**config.mk**
```make
export PLATFORM = sky130hd
export DESIGN_NAME = nary_gate_reduce_v
export DESIGN_NICKNAME = d
export VERILOG_FILES = /design/src/rtl/gate_pkg_v.sv /design/src/rtl/gate_beat_reduce_v.sv /design/src/rtl/nary_gate_reduce_v.sv
export SDC_FILE = /design/constraint.sdc
export NUM_CORES = 1
export LEC_CHECK = 0
export ABC_AREA = 1
export CELL_PAD_IN_SITES_DETAIL_PLACEMENT = 0
export CELL_PAD_IN_SITES_GLOBAL_PLACEMENT = 2
export CORE_ASPECT_RATIO = 0.9
export CORE_UTILIZATION = 34
export CTS_CLUSTER_SIZE = 14
export DETAILED_ROUTE_END_ITERATION = 10
export PLACE_DENSITY_LB_ADDON = 0.2
export SLEW_MARGIN = 20
export SYNTH_ARGS = -nofsm -noshare
export SYNTH_HDL_FRONTEND = slang
export SYNTH_HIERARCHICAL = 1
export SYNTH_SLANG_ARGS = --single-unit
export TNS_END_PERCENT = 50
```
**constraint.sdc**
```tcl
create_clock -name i_clk -period 6.3 [get_ports i_clk]
set_clock_uncertainty 0.05 [all_clocks]
set_input_delay 1.89 -clock i_clk [delete_from_list [all_inputs] [get_ports i_clk]]
set_output_delay 1.89 -clock i_clk [all_outputs]
set_load 0.03 [all_outputs]
```
**src/rtl/gate_pkg_v.sv**
```systemverilog
// gate_pkg_v: shared gate op/state encodings and the cross-beat combine helper
package gate_pkg_v;
  typedef enum logic [1:0] {OP_AND = 2'b00, OP_OR = 2'b01, OP_XOR = 2'b10, OP_MAJ = 2'b11} op_e;
  typedef enum logic [1:0] {ST_IDLE, ST_ACCUM, ST_HOLD} state_e;
  function automatic logic gate_combine(op_e op, logic a, logic b);
    return op == OP_AND ? a & b : op == OP_OR ? a | b : a ^ b;
  endfunction
endpackage

```
**src/rtl/gate_beat_reduce_v.sv**
```systemverilog
// gate_beat_reduce_v: single-beat gate reduction plus popcount
module gate_beat_reduce_v
  import gate_pkg_v::*;
#(
  parameter int WIDTH = 3
) (
  input  logic [WIDTH-1:0]           data,
  input  op_e                        op,
  output logic                       red,
  output logic [$clog2(WIDTH+1)-1:0] pop
);
  localparam int PW = $clog2(WIDTH + 1);
  assign red = op == OP_AND ? &data : op == OP_OR ? |data : ^data;
  always_comb begin
    pop = '0;
    for (int i = 0; i < WIDTH; i++) pop = pop + PW'(data[i]);
  end
endmodule

```
**src/rtl/nary_gate_reduce_v.sv**
```systemverilog
// nary_gate_reduce_v: streaming N-input gate reduced across packet beats, one result per packet
module nary_gate_reduce_v
  import gate_pkg_v::*;
#(
  parameter int WIDTH     = 3,
  parameter int MAX_BEATS = 4
) (
  input  logic                                   i_clk,
  input  logic                                   i_rst_n,
  input  logic [WIDTH-1:0]                       i_data,
  input  logic [1:0]                             i_code,
  input  logic                                   i_inv,
  input  logic                                   i_last,
  input  logic                                   i_valid,
  output logic                                   o_ready,
  output logic                                   o_f,
  output logic [$clog2(WIDTH*MAX_BEATS+1)-1:0]   o_ones,
  output logic                                   o_err,
  output logic                                   o_valid,
  input  logic                                   i_ready
);
  localparam int BW = $clog2(MAX_BEATS + 1);
  localparam int OW = $clog2(WIDTH * MAX_BEATS + 1);
  localparam int PW = $clog2(WIDTH + 1);
  state_e state;
  op_e op_q, op;
  logic inv_q, acc_q, first, accept, red, n_acc, maj, res, term;
  logic [PW-1:0] pop;
  logic [OW-1:0] ones_q, n_ones;
  logic [BW-1:0] beats_q, n_beats;
  assign o_ready = i_rst_n & ((state != ST_HOLD) | i_ready);
  assign accept  = i_valid & o_ready;
  // any beat accepted outside ACCUM opens a new packet
  assign first   = state != ST_ACCUM;
  assign op      = first ? op_e'(i_code) : op_q;
  gate_beat_reduce_v #(.WIDTH(WIDTH)) u_beat (.data(i_data), .op(op), .red(red), .pop(pop));
  assign n_acc   = first ? red : gate_combine(op, acc_q, red);
  assign n_ones  = (first ? '0 : ones_q) + OW'(pop);
  assign n_beats = (first ? '0 : beats_q) + BW'(1);
  assign term    = i_last | (n_beats == BW'(MAX_BEATS));
  // strict majority: ties resolve to 0
  assign maj     = (32'(n_ones) << 1) > (WIDTH * 32'(n_beats));
  assign res     = (op == OP_MAJ ? maj : n_acc) ^ (first ? i_inv : inv_q);
  always_ff @(posedge i_clk or negedge i_rst_n) begin
    if (!i_rst_n) begin
      state   <= ST_IDLE;
      op_q    <= OP_AND;
      inv_q   <= 1'b0;
      acc_q   <= 1'b0;
      ones_q  <= '0;
      beats_q <= '0;
      o_f     <= 1'b0;
      o_ones  <= '0;
      o_err   <= 1'b0;
      o_valid <= 1'b0;
    end else if (accept) begin
      op_q    <= op;
      inv_q   <= first ? i_inv : inv_q;
      acc_q   <= n_acc;
      ones_q  <= n_ones;
      beats_q <= n_beats;
      state   <= term ? ST_HOLD : ST_ACCUM;
      o_valid <= term;
      if (term) begin
        o_f    <= res;
        o_ones <= n_ones;
        o_err  <= ~i_last;
      end
    end else if (state == ST_HOLD && i_ready) begin
      state   <= ST_IDLE;
      o_valid <= 1'b0;
    end
  end
endmodule

```
# ---- Yosys cells after proc, flatten, opt, wreduce, memory -nomap -nowiden
# Cells that the tools add are included.
dict set report word_totals {
  regBits 20
  output_inout_bits 8
  elab_cells 53
}
dict set report op_classes {
  n_addsub 4
  n_mul 1
  n_lt_le_gt_ge 1
  n_eq_ne 6
  mux 15
  bitwise_logic 9
  reduce_logical 7
}
# operator count
set ops {}
lappend ops {{$mux 1} 9}
lappend ops {{$mux 2} 4}
lappend ops {{$gt 5x5->1} 1}
lappend ops {{$mul 2x3->5 const A} 1}
lappend ops {{$add 4x2->4} 1}
lappend ops {{$eq 2x2->1 const B} 2}
lappend ops {{$mux 4} 1}
lappend ops {{$add 3x1->3 const B} 1}
lappend ops {{$and 1x1->1} 3}
lappend ops {{$eq 3x3->1 const B} 1}
lappend ops {{$mux 3} 1}
lappend ops {{$or 1x1->1} 3}
lappend ops {{$reduce_and 3->1} 1}
lappend ops {{$reduce_or 3->1} 1}
lappend ops {{$reduce_xor 3->1} 1}
lappend ops {{$add 1x1->2} 1}
lappend ops {{$add 2x1->2} 1}
lappend ops {{$eq 2x1->1 const B} 1}
lappend ops {{$logic_not 2->1} 1}
lappend ops {{$ne 2x1->1 const B} 1}
lappend ops {{$ne 2x2->1 const B} 1}
lappend ops {{$reduce_and 2->1} 1}
lappend ops {{$reduce_bool 2->1} 1}
lappend ops {{$xor 1x1->1} 2}
lappend ops {{2 further kinds} 2}

# ---- Logic depth before layout (Yosys ltp)
dict set report logic_depth {
  word_depth 11
  depth_mapped 20
  depth_no_buf 19
}

# ---- Hierarchy
# Netlist, hierarchy kept.
# module n_inst cells_each area_per_inst_um2 seq_area_each_um2
set modules_own_cells {}
lappend modules_own_cells {nary_gate_reduce_v 1 153 1275.0 475.5}
lappend modules_own_cells {gate_beat_reduce_v 1 16 95.1 0.0}

# ---- Worst setup path after synthesis
# Ideal clock, no wire load.
dict set report synth_path {
  path_kind {input-to-output}
  startpoint {input port i_ready}
  endpoint {output port o_ready}
  arrival_time_ps 2290
  required_ps 4360
  path_slack_ps 2070
  stages 2
  n_path_buf 0
  cell_sequence {o31ai_1 > inv_1}
}
dict set report synth_between {
  elab_chain_cells 2
}
# element line
set synth_rtl {}
lappend synth_rtl {{from (decl)} nary_gate_reduce_v.sv:20} ;# input logic i_ready
lappend synth_rtl {{$or 1x1->1} nary_gate_reduce_v.sv:31} ;# assign o_ready = i_rst_n & ((state != ST_HOLD) | i_ready);
lappend synth_rtl {{$and 1x1->1} nary_gate_reduce_v.sv:31}
lappend synth_rtl {{to (decl)} nary_gate_reduce_v.sv:15} ;# output logic o_ready,
# Every way passes these cells.

# ---- Worst setup path after layout
# Ends and elaborated chain as after synthesis.

==> impl_metrics.json <==
{
  "diodes": 0,
  "cts_sinks": 19,
  "crit_path_start_kind": "input port",
  "ys_seq_area_share_pct": 34.7,
  "hpwl_mm": 2.06,
  "drt_first_pass_iters": 4,
  "grt_first_pass_wirelength_mm": 4.53,
  "clkSlewWorstSetupHoldPaths_ns": 0.07,
  "p_leak_nw": 0.873,
  "end_kind": "output pin",
  "synth_area_sq_um": 1370,
  "ys_warn_count": 6,
  "syn2layout_area_growth_pct": 19.3,
  "cp_slowest_stage_delay_ns": 0.60,
  "hp-class": "reg2reg",
  "async_flop_share_pct": 100,
  "cts_buffers": 3,
  "drv_slew": 0,
  "drc": 0,
  "yosysMostFrequentCell": "nand2_1",
  "core_area_sq_um": 3780,
  "track_usage_pct": 14.3,
  "cts_max_level": 1,
  "synth-compound-area-share_pct": 11.8,
  "routed_via_density": 4.47,
  "hold_viol_final": 0,
  "status": "complete, no violations",
  "start_util_pct": 36.2,
  "rows": 21,
  "timing.fmax_mhz": 193,
  "slew_headroom_pct": 72.5,
  "maxCapViolations": 0,
  "syn_avg_cell_area_sq_um": 8.11,
  "synth_cell_types": 23,
  "synth.net_count": 198,
  "drive_gt1_share_pct": 9.52,
  "cp.arrival_ns": 3.25,
  "synth-adder-area-share_pct": 18.1,
  "wire_per_inst_um": 11.3,
  "io_buffer_count": 18,
  "yosys.area.top_type": "dfrtp_1",
  "grt_max_degree": 20,
  "synth-seq-cells": 19,
  "clockBufferDepth": 2,
  "grt_pass1_vias": 981,
  "finalCritPeriodShare_pct": 82.3,
  "synth_area_leaders": "dfrtp_1 35%, ha_1 14%, nand2_1 10%, inv_1 9.6%, o21ai_0 6.6%",
  "synth_top_family_by_area": "simple AND/OR/NAND/NOR gates",
  "hold_ws_ns": 0.440,
  "grt-ovfl-total": 0,
  "cts_root_buf": "clkbuf_8",
  "muxShareOfSynthArea_pct": 0,
  "postCtsHoldBufs": 0,
  "finalWirelength_mm": 2.65,
  "ant_nets": 0,
  "synth-edff-count": 0,
  "clk_latency_ns": 0.26,
  "synthSimpleGateAreaFrac_pct": 22.1,
  "dieArea_sq_um": 4290,
  "setup_viol": 0,
  "crit_slowest_cell": "clkdlybuf4s50_1",
  "cts_tree": "yes",
  "drt-initial-drc-count": 50,
  "p_per_area_nw_per_um2": 316,
  "post_cts_buffers": 0,
  "yosys_most_used_dff": "dfrtp_1",
  "final_net_count": 219,
  "cp_max_fo": 2,
  "rsz0062_at_grt": "false",
  "cp_common_cell": "clkdlybuf4s50_1",
  "ios": 19,
  "post_cts_resize_count": 0,
  "ys_top_cells_by_count": "38 x nand2_1, 35 x inv_1, 19 x dfrtp_1",
  "via_count": 1050,
  "period_needed_ns": 5.19,
  "critPathTopFamily": "buffers and inverters",
  "crit_buf_inv": 3,
  "die_y_um": 62.2,
  "antenna_found_initial": 0,
  "syn_inst": 169,
  "die_x_um": 68.9,
  "crit_type": "in2out",
  "required_ns": 4.36,
  "synth-xor-area-share_pct": 1.28,
  "tightest_slew_ns": 0.413,
  "path_cells": "clkdlybuf4s50_1, o31ai_1, inv_1, clkdlybuf4s50_1",
  "ir_worst_vdd_uv": 161,
  "yosysTopAreaCellShare_pct": 34.7,
  "setup_tns_ns": 0,
  "gp_congestion": 0.782
}
==> layout make-up <==
| cell class | count | area (sq um) |
|---|---|---|
| fillers | 397 | 2150 |
| clock inverters | 1 | 5.00 |
| clock buffers | 3 | 41.3 |
| flip-flops and latches | 19 | 475 |
| inverters | 36 | 138 |
| well taps | 46 | 57.6 |
| multi-input cells | 111 | 729 |
| repair buffers | 19 | 188 |
==> flip-flops by register name, indices dropped and copies added (netlist names) <==
register,cells
acc_q,1
beats_q,3
inv_q,1
o_err,1
o_f,1
o_ones,4
o_valid,1
ones_q,4
op_q,2
state,1
==> worst reg2reg max path: stages, from the launching register on <==
cell and delay [ns]:
dfrtp_1 0.39, inv_1 0.12, nand2_2 0.25, nor2_1 0.23, ha_1 0.19, ha_1 0.28
fa_1 0.40, xnor2_1 0.15, ha_1 0.27, nand2_1 0.07, o21ai_0 0.20, o211ai_2 0.12
nand2_1 0.08, nand2_1 0.05, nand3_1 0.06, nand2_1 0.05
==> where the power goes <==
part / internal [W] / switching (W) / total (W) / leakage (nW)
Combinational: 0.000100 / 0.000154 / 0.000254 / 0.607
Clock: 0.0000441 / 0.0000439 / 0.0000880 / 0.0255
Sequential: 0.000155 / 0.0000196 / 0.000175 / 0.241
==> cell usage in the layout, fill, tap and decap left out, types with 2 or more instances in the layout <==
cell,instances
o21ai_0,18
clkdlybuf4s50_1,18
nor2_1,6
clkbuf_8,3
nand2_1,38
nand3_1,11
xnor2_1,2
dfrtp_1,19
nand2_2,2
inv_1,35
nand2_4,2
a21oi_1,4
o21ai_2,3
ha_1,15
fa_1,3
==> stage by stage <==
step           worst slack, ns  cells  instance area, sq um  total power [W]  utilization, %
5_1_grt                  0.986    235                  1630         0.000571            43.2
3_3_place_gp              1.12    231                  1590         0.000430            42.0
3_5_place_dp              1.11    231                  1590         0.000434            42.0
6_report                  1.11    235                  1630         0.000517            43.2
4_1_cts                   1.10    235                  1630         0.000524            43.2
2_1_floorplan             2.07    169                  1370         0.000360               -
==> cell families (layout without fill, tap and decap cells) <==
logic type / after synthesis / in the layout
AOI/OAI and AO/OA: 28 / 28
xor gates and xnor gates: 2 / 2
adders and majority gates: 18 / 18
buffers and inverters: 39 / 59
DFF: 19 / 19
and+or+nand+nor: 63 / 63
==> final timing paths <==
path / from / to / slack (ns) / depth (start not counted)
hold / removal: o_err / o_err / 0.44 / 2
max in group asynchronous: i_rst_n / o_err / 4.05 / 2
min in group asynchronous: i_rst_n / ones_q[2] / 1.95 / 2
hold reg to reg: o_err / o_err / 0.44 / 2
setup reg to reg: o_valid / o_f / 3.24 / 15
setup / recovery: i_ready / o_ready / 1.11 / 4
==> layer usage <==
metal  global-route usage (%)  up-vias  share of wire [%]
met5                        0        -                  0
met4                     2.30        0               0.60
met3                     3.86        4                4.5
met2                     20.9       24                 42
met1                     21.2      455                 53
li1                         -      567                  -
Note: power is estimated with default switching activity, not from simulation.
